===== config.mk =====
export PLATFORM = sky130hd
export DESIGN_NAME = decoder3_8_seq
export DESIGN_NICKNAME = d
export VERILOG_FILES = /design/src/rtl/decoder_pkg.sv /design/src/rtl/decoder3_8_seq_decode.sv /design/src/rtl/decoder3_8_seq.sv
export SDC_FILE = /design/constraint.sdc
export NUM_CORES = 1
export LEC_CHECK = 0
export ABC_AREA = 0
export CAP_MARGIN = 20
export CORE_UTILIZATION = 35
export CTS_CLUSTER_SIZE = 14
export DETAILED_ROUTE_END_ITERATION = 16
export PLACE_DENSITY = 0.61
export REMOVE_ABC_BUFFERS = 1
export SLEW_MARGIN = 20
export SYNTH_ARGS = -nofsm -noshare
export SYNTH_HDL_FRONTEND = slang
export SYNTH_SLANG_ARGS = --single-unit

===== constraint.sdc =====
create_clock -name clk -period 1.65 [get_ports clk]
set_input_delay 0.33 -clock clk [delete_from_list [all_inputs] [get_ports clk]]
set_output_delay 0.33 -clock clk [all_outputs]
set_load 0.05 [all_outputs]

===== src/rtl/decoder_pkg.sv =====
// Shared widths, FIFO depth and sweep FSM state encodings for the 3-to-8 decoder slice.
package decoder_pkg;

   localparam int unsigned CODE_W     = 3;
   localparam int unsigned WORD_W     = 8;
   localparam int unsigned FIFO_DEPTH = 2;

   typedef enum logic [1:0] {
      SW_IDLE = 2'd0,
      SW_EMIT = 2'd1,
      SW_GAP  = 2'd2
   } sweep_state_e;

endpackage


===== src/rtl/decoder3_8_seq_decode.sv =====
// Combinational 3-to-8 one-hot decoder; all-zero word when disabled.
module decoder3_8
   import decoder_pkg::*;
(
   input  logic [CODE_W-1:0] code_i,
   input  logic              en_i,
   output logic [WORD_W-1:0] word_o
);

   always_comb begin
      word_o = '0;
      for (int unsigned k = 0; k < WORD_W; k++) begin
         if (en_i && (code_i == k[CODE_W-1:0])) begin
            word_o[k] = 1'b1;
         end
      end
   end

endmodule


===== src/rtl/decoder3_8_seq.sv =====
// Decoder with a 2-entry output FIFO of decoded words and valid/ready handshakes.
// Optional self-test code sweep is enabled with the DECODER_SWEEP_EN macro.
module decoder3_8_seq
   import decoder_pkg::*;
#(
   parameter int unsigned SWEEP_GAP = 0
) (
   input  logic              clk,
   input  logic              rst,
   input  logic              in_valid,
   output logic              in_ready,
   input  logic [CODE_W-1:0] code,
   input  logic              en,
   output logic              out_valid,
   input  logic              out_ready,
   output logic [WORD_W-1:0] y
`ifdef DECODER_SWEEP_EN
   ,
   input  logic              sweep_start,
   output logic              sweep_busy
`endif
);

   if (SWEEP_GAP > 15) begin : g_gap_range
      $error("decoder3_8_seq: SWEEP_GAP must be in 0..15");
   end

   logic [WORD_W-1:0] mem_q [FIFO_DEPTH];
   logic              wr_ptr_q;
   logic              rd_ptr_q;
   logic [1:0]        count_q;
   logic              full;
   logic              empty;
   logic              busy;
   logic              host_push;
   logic              sweep_push;
   logic              push;
   logic              pop;
   logic [CODE_W-1:0] dec_code;
   logic              dec_en;
   logic [WORD_W-1:0] dec_word;

   assign full  = (count_q == 2'(FIFO_DEPTH));
   assign empty = (count_q == 2'd0);

`ifdef DECODER_SWEEP_EN
   sweep_state_e      state_q, state_d;
   logic [CODE_W-1:0] sw_code_q, sw_code_d;
   logic [3:0]        gap_q, gap_d;

   assign busy       = (state_q != SW_IDLE);
   assign sweep_push = (state_q == SW_EMIT) && !full;
   assign sweep_busy = busy;
   assign dec_code   = busy ? sw_code_q : code;
   assign dec_en     = busy ? 1'b1 : en;

   always_ff @(posedge clk) begin
      if (rst) begin
         state_q   <= SW_IDLE;
         sw_code_q <= '0;
         gap_q     <= '0;
      end else begin
         state_q   <= state_d;
         sw_code_q <= sw_code_d;
         gap_q     <= gap_d;
      end
   end

   // The code counter advances when leaving EMIT directly (no gap) or when the gap expires.
   always_comb begin
      state_d   = state_q;
      sw_code_d = sw_code_q;
      gap_d     = gap_q;
      unique case (state_q)
         SW_IDLE: begin
            if (sweep_start) begin
               state_d   = SW_EMIT;
               sw_code_d = '0;
            end
         end
         SW_EMIT: begin
            if (!full) begin
               if (sw_code_q == '1) begin
                  state_d = SW_IDLE;
               end else if (SWEEP_GAP > 0) begin
                  state_d = SW_GAP;
                  gap_d   = '0;
               end else begin
                  sw_code_d = sw_code_q + 3'd1;
               end
            end
         end
         SW_GAP: begin
            if (gap_q == 4'(SWEEP_GAP - 1)) begin
               state_d   = SW_EMIT;
               sw_code_d = sw_code_q + 3'd1;
            end else begin
               gap_d = gap_q + 4'd1;
            end
         end
         default: state_d = SW_IDLE;
      endcase
   end
`else
   assign busy       = 1'b0;
   assign sweep_push = 1'b0;
   assign dec_code   = code;
   assign dec_en     = en;
`endif

   decoder3_8 u_dec (
      .code_i (dec_code),
      .en_i   (dec_en),
      .word_o (dec_word)
   );

   assign in_ready  = !full && !busy;
   assign host_push = in_valid && in_ready;
   assign push      = host_push || sweep_push;
   assign pop       = !empty && out_ready;
   assign out_valid = !empty;
   assign y         = empty ? '0 : mem_q[rd_ptr_q];

   always_ff @(posedge clk) begin
      if (rst) begin
         wr_ptr_q <= 1'b0;
         rd_ptr_q <= 1'b0;
         count_q  <= 2'd0;
      end else begin
         if (push) begin
            wr_ptr_q <= ~wr_ptr_q;
         end
         if (pop) begin
            rd_ptr_q <= ~rd_ptr_q;
         end
         if (push && !pop) begin
            count_q <= count_q + 2'd1;
         end else if (pop && !push) begin
            count_q <= count_q - 2'd1;
         end
      end
   end

   always_ff @(posedge clk) begin
      if (push) begin
         mem_q[wr_ptr_q] <= dec_word;
      end
   end

endmodule


## Word level (Yosys, flattened, before mapping)

Memory sizes are Yosys's and may differ from the RTL's. A register that Yosys moved wholly into a read port is not among the register bits.
Cells that the tools add are included.

| storage, ports and cells | value |
|---|---|
| input bits | 8 |
| logic and storage cells | 50 |
| register bits | 4 |
| output and inout port bits | 10 |
| memories | 1 |
| memory bits (writable) | 16 |

| operators by class | value |
|---|---|
| reduce and logical (&&, ||, !) cells | 19 |
| bitwise gates (word level) | 2 |
| eq/ne operators | 8 |
| muxes and demuxes | 15 |
| add/sub/neg operators | 2 |

Memory list:

| name | depth | bits a word | read ports | clocked after memory_dff | write ports | RTL line | RTL |
|---|---|---|---|---|---|---|---|
| mem_q | 2 | 8 | 1 | 1 | 1 | decoder3_8_seq.sv:28 | `logic [WORD_W-1:0] mem_q [FIFO_DEPTH];` |

Operators by type and width:

| kind | number |
|---|---|
| == test 3 bit (second input constant) | 4 |
| logical AND 1 bit | 12 |
| two-way mux 1 bit | 12 |
| two-way mux 8 bit | 1 |
| == test 3 x 2 -> 1 bit (second input constant) | 2 |
| zero test 1 bit | 4 |
| two-way mux 2 bit | 2 |
| == test 3 x 1 -> 1 bit (second input constant) | 1 |
| zero test 3 bit | 1 |
| adder 2 x 1 -> 2 bit (second input constant) | 1 |
| == test 2 bit (second input constant) | 1 |
| zero test 2 bit | 1 |
| inverter 1 bit | 2 |
| nonzero test 2 bit | 1 |
| subtractor 2 x 1 -> 2 bit (second input constant) | 1 |

## Depth between registers and ports, before layout

| logic depth | value |
|---|---|
| word-level depth | 7 |
| mapped depth | 6 |
| gate-level depth less buffers | 6 |

## Modules after synthesis

A second synthesis with hierarchy kept.

| unflattened totals | value |
|---|---|
| cells, all modules | 66 |
| area total of the unflattened synthesis | 915.9 sq um |

Modules (own cells, without submodules):

| module | times used | cells an instance | area each (sq um) | sequential area each (sq um) |
|---|---|---|---|---|
| decoder3_8_seq | 1 | 58 | 819.5 | 580.6 |
| decoder3_8 | 1 | 8 | 96.3 | 0.0 |

## Worst setup path after synthesis

OpenSTA, ideal clock, no wires.

| timing | value |
|---|---|
| path type | flip-flop to flip-flop |
| from | reg count_q[0] |
| to | reg count_q[1] |
| data required time | 1.580 ns |
| stages on the path, launching flop included | 6 |
| setup slack | -0.259 ns |
| clock period less this slack | 1.909 ns |
| path buffers | 0 |
| arrival time | 1.840 ns |
| library setup time | 0.070 ns |
| path through | dfxtp_1 nand2b_1 and2_1 ha_1 or3_1 a21oi_1 |

| on the way | value |
|---|---|
| longest elaborated chain between the ends | 6 |
| elaborated cells between the ends (all ways) | 15 |
| those cells by class | add/sub: 2; eq/ne: 1; mux: 2; reduce/logical: 10 |

Ends and longest elaborated chain:

| element | RTL line | RTL |
|---|---|---|
| start, declared | decoder3_8_seq.sv:31 | `logic [1:0] count_q;` |
| start signal, assigned | decoder3_8_seq.sv:137 | `count_q <= count_q + 2'd1;` |
| start signal, assigned | decoder3_8_seq.sv:139 | `count_q <= count_q - 2'd1;` |
| == test 2 bit * | decoder3_8_seq.sv:43 | `assign full = (count_q == 2'(FIFO_DEPTH));` |
| zero test 1 bit * | decoder3_8_seq.sv:117 | `assign in_ready = !full && !busy;` |
| named net in_ready | decoder3_8_seq.sv:11 | `output logic in_ready,` |
| logical AND 1 bit * | decoder3_8_seq.sv:118 | `assign host_push = in_valid && in_ready;` |
| named net host_push | decoder3_8_seq.sv:35 | `logic host_push;` |
| zero test 1 bit | decoder3_8_seq.sv:138 | `end else if (pop && !push) begin` |
| logical AND 1 bit | decoder3_8_seq.sv:138 |  |
| nonzero test 2 bit (no source line) | - |  |

The timed path passes the listed nets; every way through them passes the cells marked *. The select of a mux whose other input is x is not followed.
A chain may end at the register's enable or synchronous reset.

## Worst setup path after layout

| timing | value |
|---|---|
| from | reg count_q[0] |
| to | out y[3] |

| on the way | value |
|---|---|
| longest elaborated chain between the ends | 2 |

Ends and longest elaborated chain:

| element | RTL line | RTL |
|---|---|---|
| zero test 2 bit | decoder3_8_seq.sv:44 | `assign empty = (count_q == 2'd0);` |
| two-way mux 8 bit | decoder3_8_seq.sv:122 | `assign y = empty ? '0 : mem_q[rd_ptr_q];` |
| end, declared | decoder3_8_seq.sv:16 | `output logic [WORD_W-1:0] y` |

No other way between the ends.

==> impl_metrics.json <==
{
  "design_area_mm2": 0.00125,
  "relSlewSlack_pct": 76.8,
  "finalHoldViolCount": 0,
  "yosysTopAreaCellShare_pct": 54.7,
  "cp_max_fo": 9,
  "worst-setup-path-type": "flip-flop to output pin",
  "drcViolationCount": 0,
  "setup_ws_ns": 0.0600,
  "antenna_found_initial": 0,
  "final_layout_size_suffix_gt1_share_pct": 22.9,
  "numCtsBuffers": 3,
  "fin_worst_skew_ns": 0.00640,
  "boundaryPins": 18,
  "status": "finished clean",
  "fin_nets": 106,
  "place_area_mm2": 0.00122,
  "route.met2.wl_um": 636,
  "grt.overflow.total": 0,
  "worstSetupStartpoint": "count_q[0]",
  "htree_levels": 1,
  "wl_um": 1350,
  "initial_core_util_pct": 38.2,
  "die_y_um": 52.1,
  "power-per-cell-area_mw_per_mm2": 1750,
  "ys_ff_latch": 21,
  "endpoint_kind": "output pin",
  "vias": 568,
  "drv_cap": 0,
  "required_ns": 1.32,
  "gp_congestion": 0.771,
  "die_w_um": 52.1,
  "ir_worst_vdd_v": 0.000974,
  "cellLeakagePower_nw": 0.474,
  "fillers": 207,
  "synth_area_leader_cell": "edfxtp_1",
  "syn_area_um2": 878,
  "cts.sinks": 21,
  "syn_area_per_cell_um2": 12.4,
  "viasPerCell": 4.58,
  "rsz0062_at_grt": "yes",
  "dr.pass1.iters": 4,
  "routed.top_layer": "met3",
  "routedWlPerCell_um": 10.9,
  "met1_length_um": 673,
  "coreArea_mm2": 0.00230,
  "hpwl_um": 994,
  "critPathLaunchType": "flip-flop",
  "cts_tree": "done",
  "row_count": 17,
  "root_buffer": "clkbuf_4",
  "synthCells": 71,
  "area_growth_pct": 42.5,
  "fin_crit_sh_pct": 96.4,
  "grt_pass1_wl_um": 2480,
  "fmax_mhz": 629,
  "seq_area_frac_synth_pct": 66.1,
  "yosysWarnings": 0,
  "wl_met3_um": 37,
  "pre_cts_ws_ns": -0.205,
  "io_buffers": 17,
  "hold_class": "flip-flop to flip-flop",
  "final_core_util_pct": 54.5,
  "setup_viol_count_final": 0,
  "synth_area_leaders": "edfxtp_1 (55%), dfxtp_1 (11%), mux2i_1 (9.1%)",
  "arrival_ns": 1.26,
  "clk_path_buf_depth": 2,
  "insertion_delay_ns": 0.29,
  "fin_tns_setup_ns": 0,
  "worstHoldStart": "count_q[1]",
  "num_antenna_cells": 0,
  "power_mw": 2.19,
  "grt_pass1_vias": 546,
  "grt_max_degree": 12,
  "r2r-start": "count_q[0]",
  "track_usage_pct": 12.8,
  "die-area_mm2": 0.00271,
  "drt_iter0_drc": 4,
  "ant_nets": 0,
  "drv_slew": 0,
  "ys_types": 18,
  "min_period_ns": 1.59,
  "worstMarginPinSlew_ns": 0.344,
  "clkTransAtPathRegs_ns": 0.10
}
logic make-up after synthesis:
group                      Yosys count  synth area share, %
AOI/OAI and AO/OA                    5                 3.42
DFF                                 21                 66.1
buffers and inverters                3                 1.42
adders and majority gates            1                 1.42
xor gates and xnor gates             3                 2.99
muxes                                8                 9.12
and+or+nand+nor                     30                 15.5
area by class of cell:
type	count	area, µm²	share of cell area, %
Sequential cell	21	583	46.6
Clock buffer	4	26.3	2.10
Inverter	2	7.51	0.600
Multi-Input combinational cell	47	288	23.0
Timing Repair Buffer	22	312	24.9
Tap cell	28	35.0	2.80
registers in the layout, summed over array words and instances, names as in the netlist, named ones only:
signal    cells
wr_ptr_q      1
rd_ptr_q      1
count_q       2
mem_q        16
layout by cell type, fill, tap and decap left out, types with 2 or more instances in the layout:
cell type	instances
xor2_1	3
a21oi_1	2
clkdlybuf4s50_1	7
buf_4	4
buf_12	10
nand2b_1	4
nor3_1	2
clkbuf_4	3
nand2_1	2
o21ai_0	2
dfxtp_2	2
nor2_1	17
edfxtp_1	16
inv_1	2
dfxtp_1	3
mux2i_1	8
what timing repair did:
action                                  4_1_cts  5_1_grt
setup buffers                                 0        0
pin swaps                                     0        0
hold buffers                                  0        0
endpoints found under the setup margin        7        8
gates resized for setup                       1        3
final timing paths:
path | to | slack [ns] | depth (start not counted)
setup / recovery | y[3] | 0.06 | 4
hold reg to reg | count_q[1] | 0.52 | 2
setup reg to reg | count_q[1] | 0.10 | 5
hold / removal | count_q[1] | 0.52 | 2
Yosys cell counts:
cell type and count:
nand2b_1 4, or3_1 1, xor2_1 3, nand3b_1 1, buf_2 1, o21ai_0 2
a21bo_2 1, inv_1 2, a21oi_1 2, mux2i_1 8, nor3_1 2, nand2_1 2
dfxtp_1 5, nor2_1 18, and2_1 1, and3_1 1, ha_1 1, edfxtp_1 16
critical path, stage by stage (launching register included):
cell and delay [ns]:
dfxtp_2 0.39, nor2_1 0.05, buf_4 0.16, nor2_1 0.20, buf_12 0.17
power by group:
group          internal [mW]  total, mW  leakage, nW  switching (mW)
clock network         0.0940      0.234       0.0150           0.140
logic                  0.550       1.23        0.262           0.679
registers              0.675      0.722        0.196          0.0470
stage by stage:
stage	hold slack [ns]	std cells
finish	0.517	124
global route	0.536	124
CTS	0.531	124
detailed placement	0.506	120
global placement	0.484	120
floorplan	0.399	70
layer usage:
metal  vias to the layer above  GRT usage (%)
met3                         0           2.63
met2                        11           19.2
met5                         -              0
li1                        300              -
met4                         0           5.41
met1                       257           17.8
(Power assumes the default switching activity.)
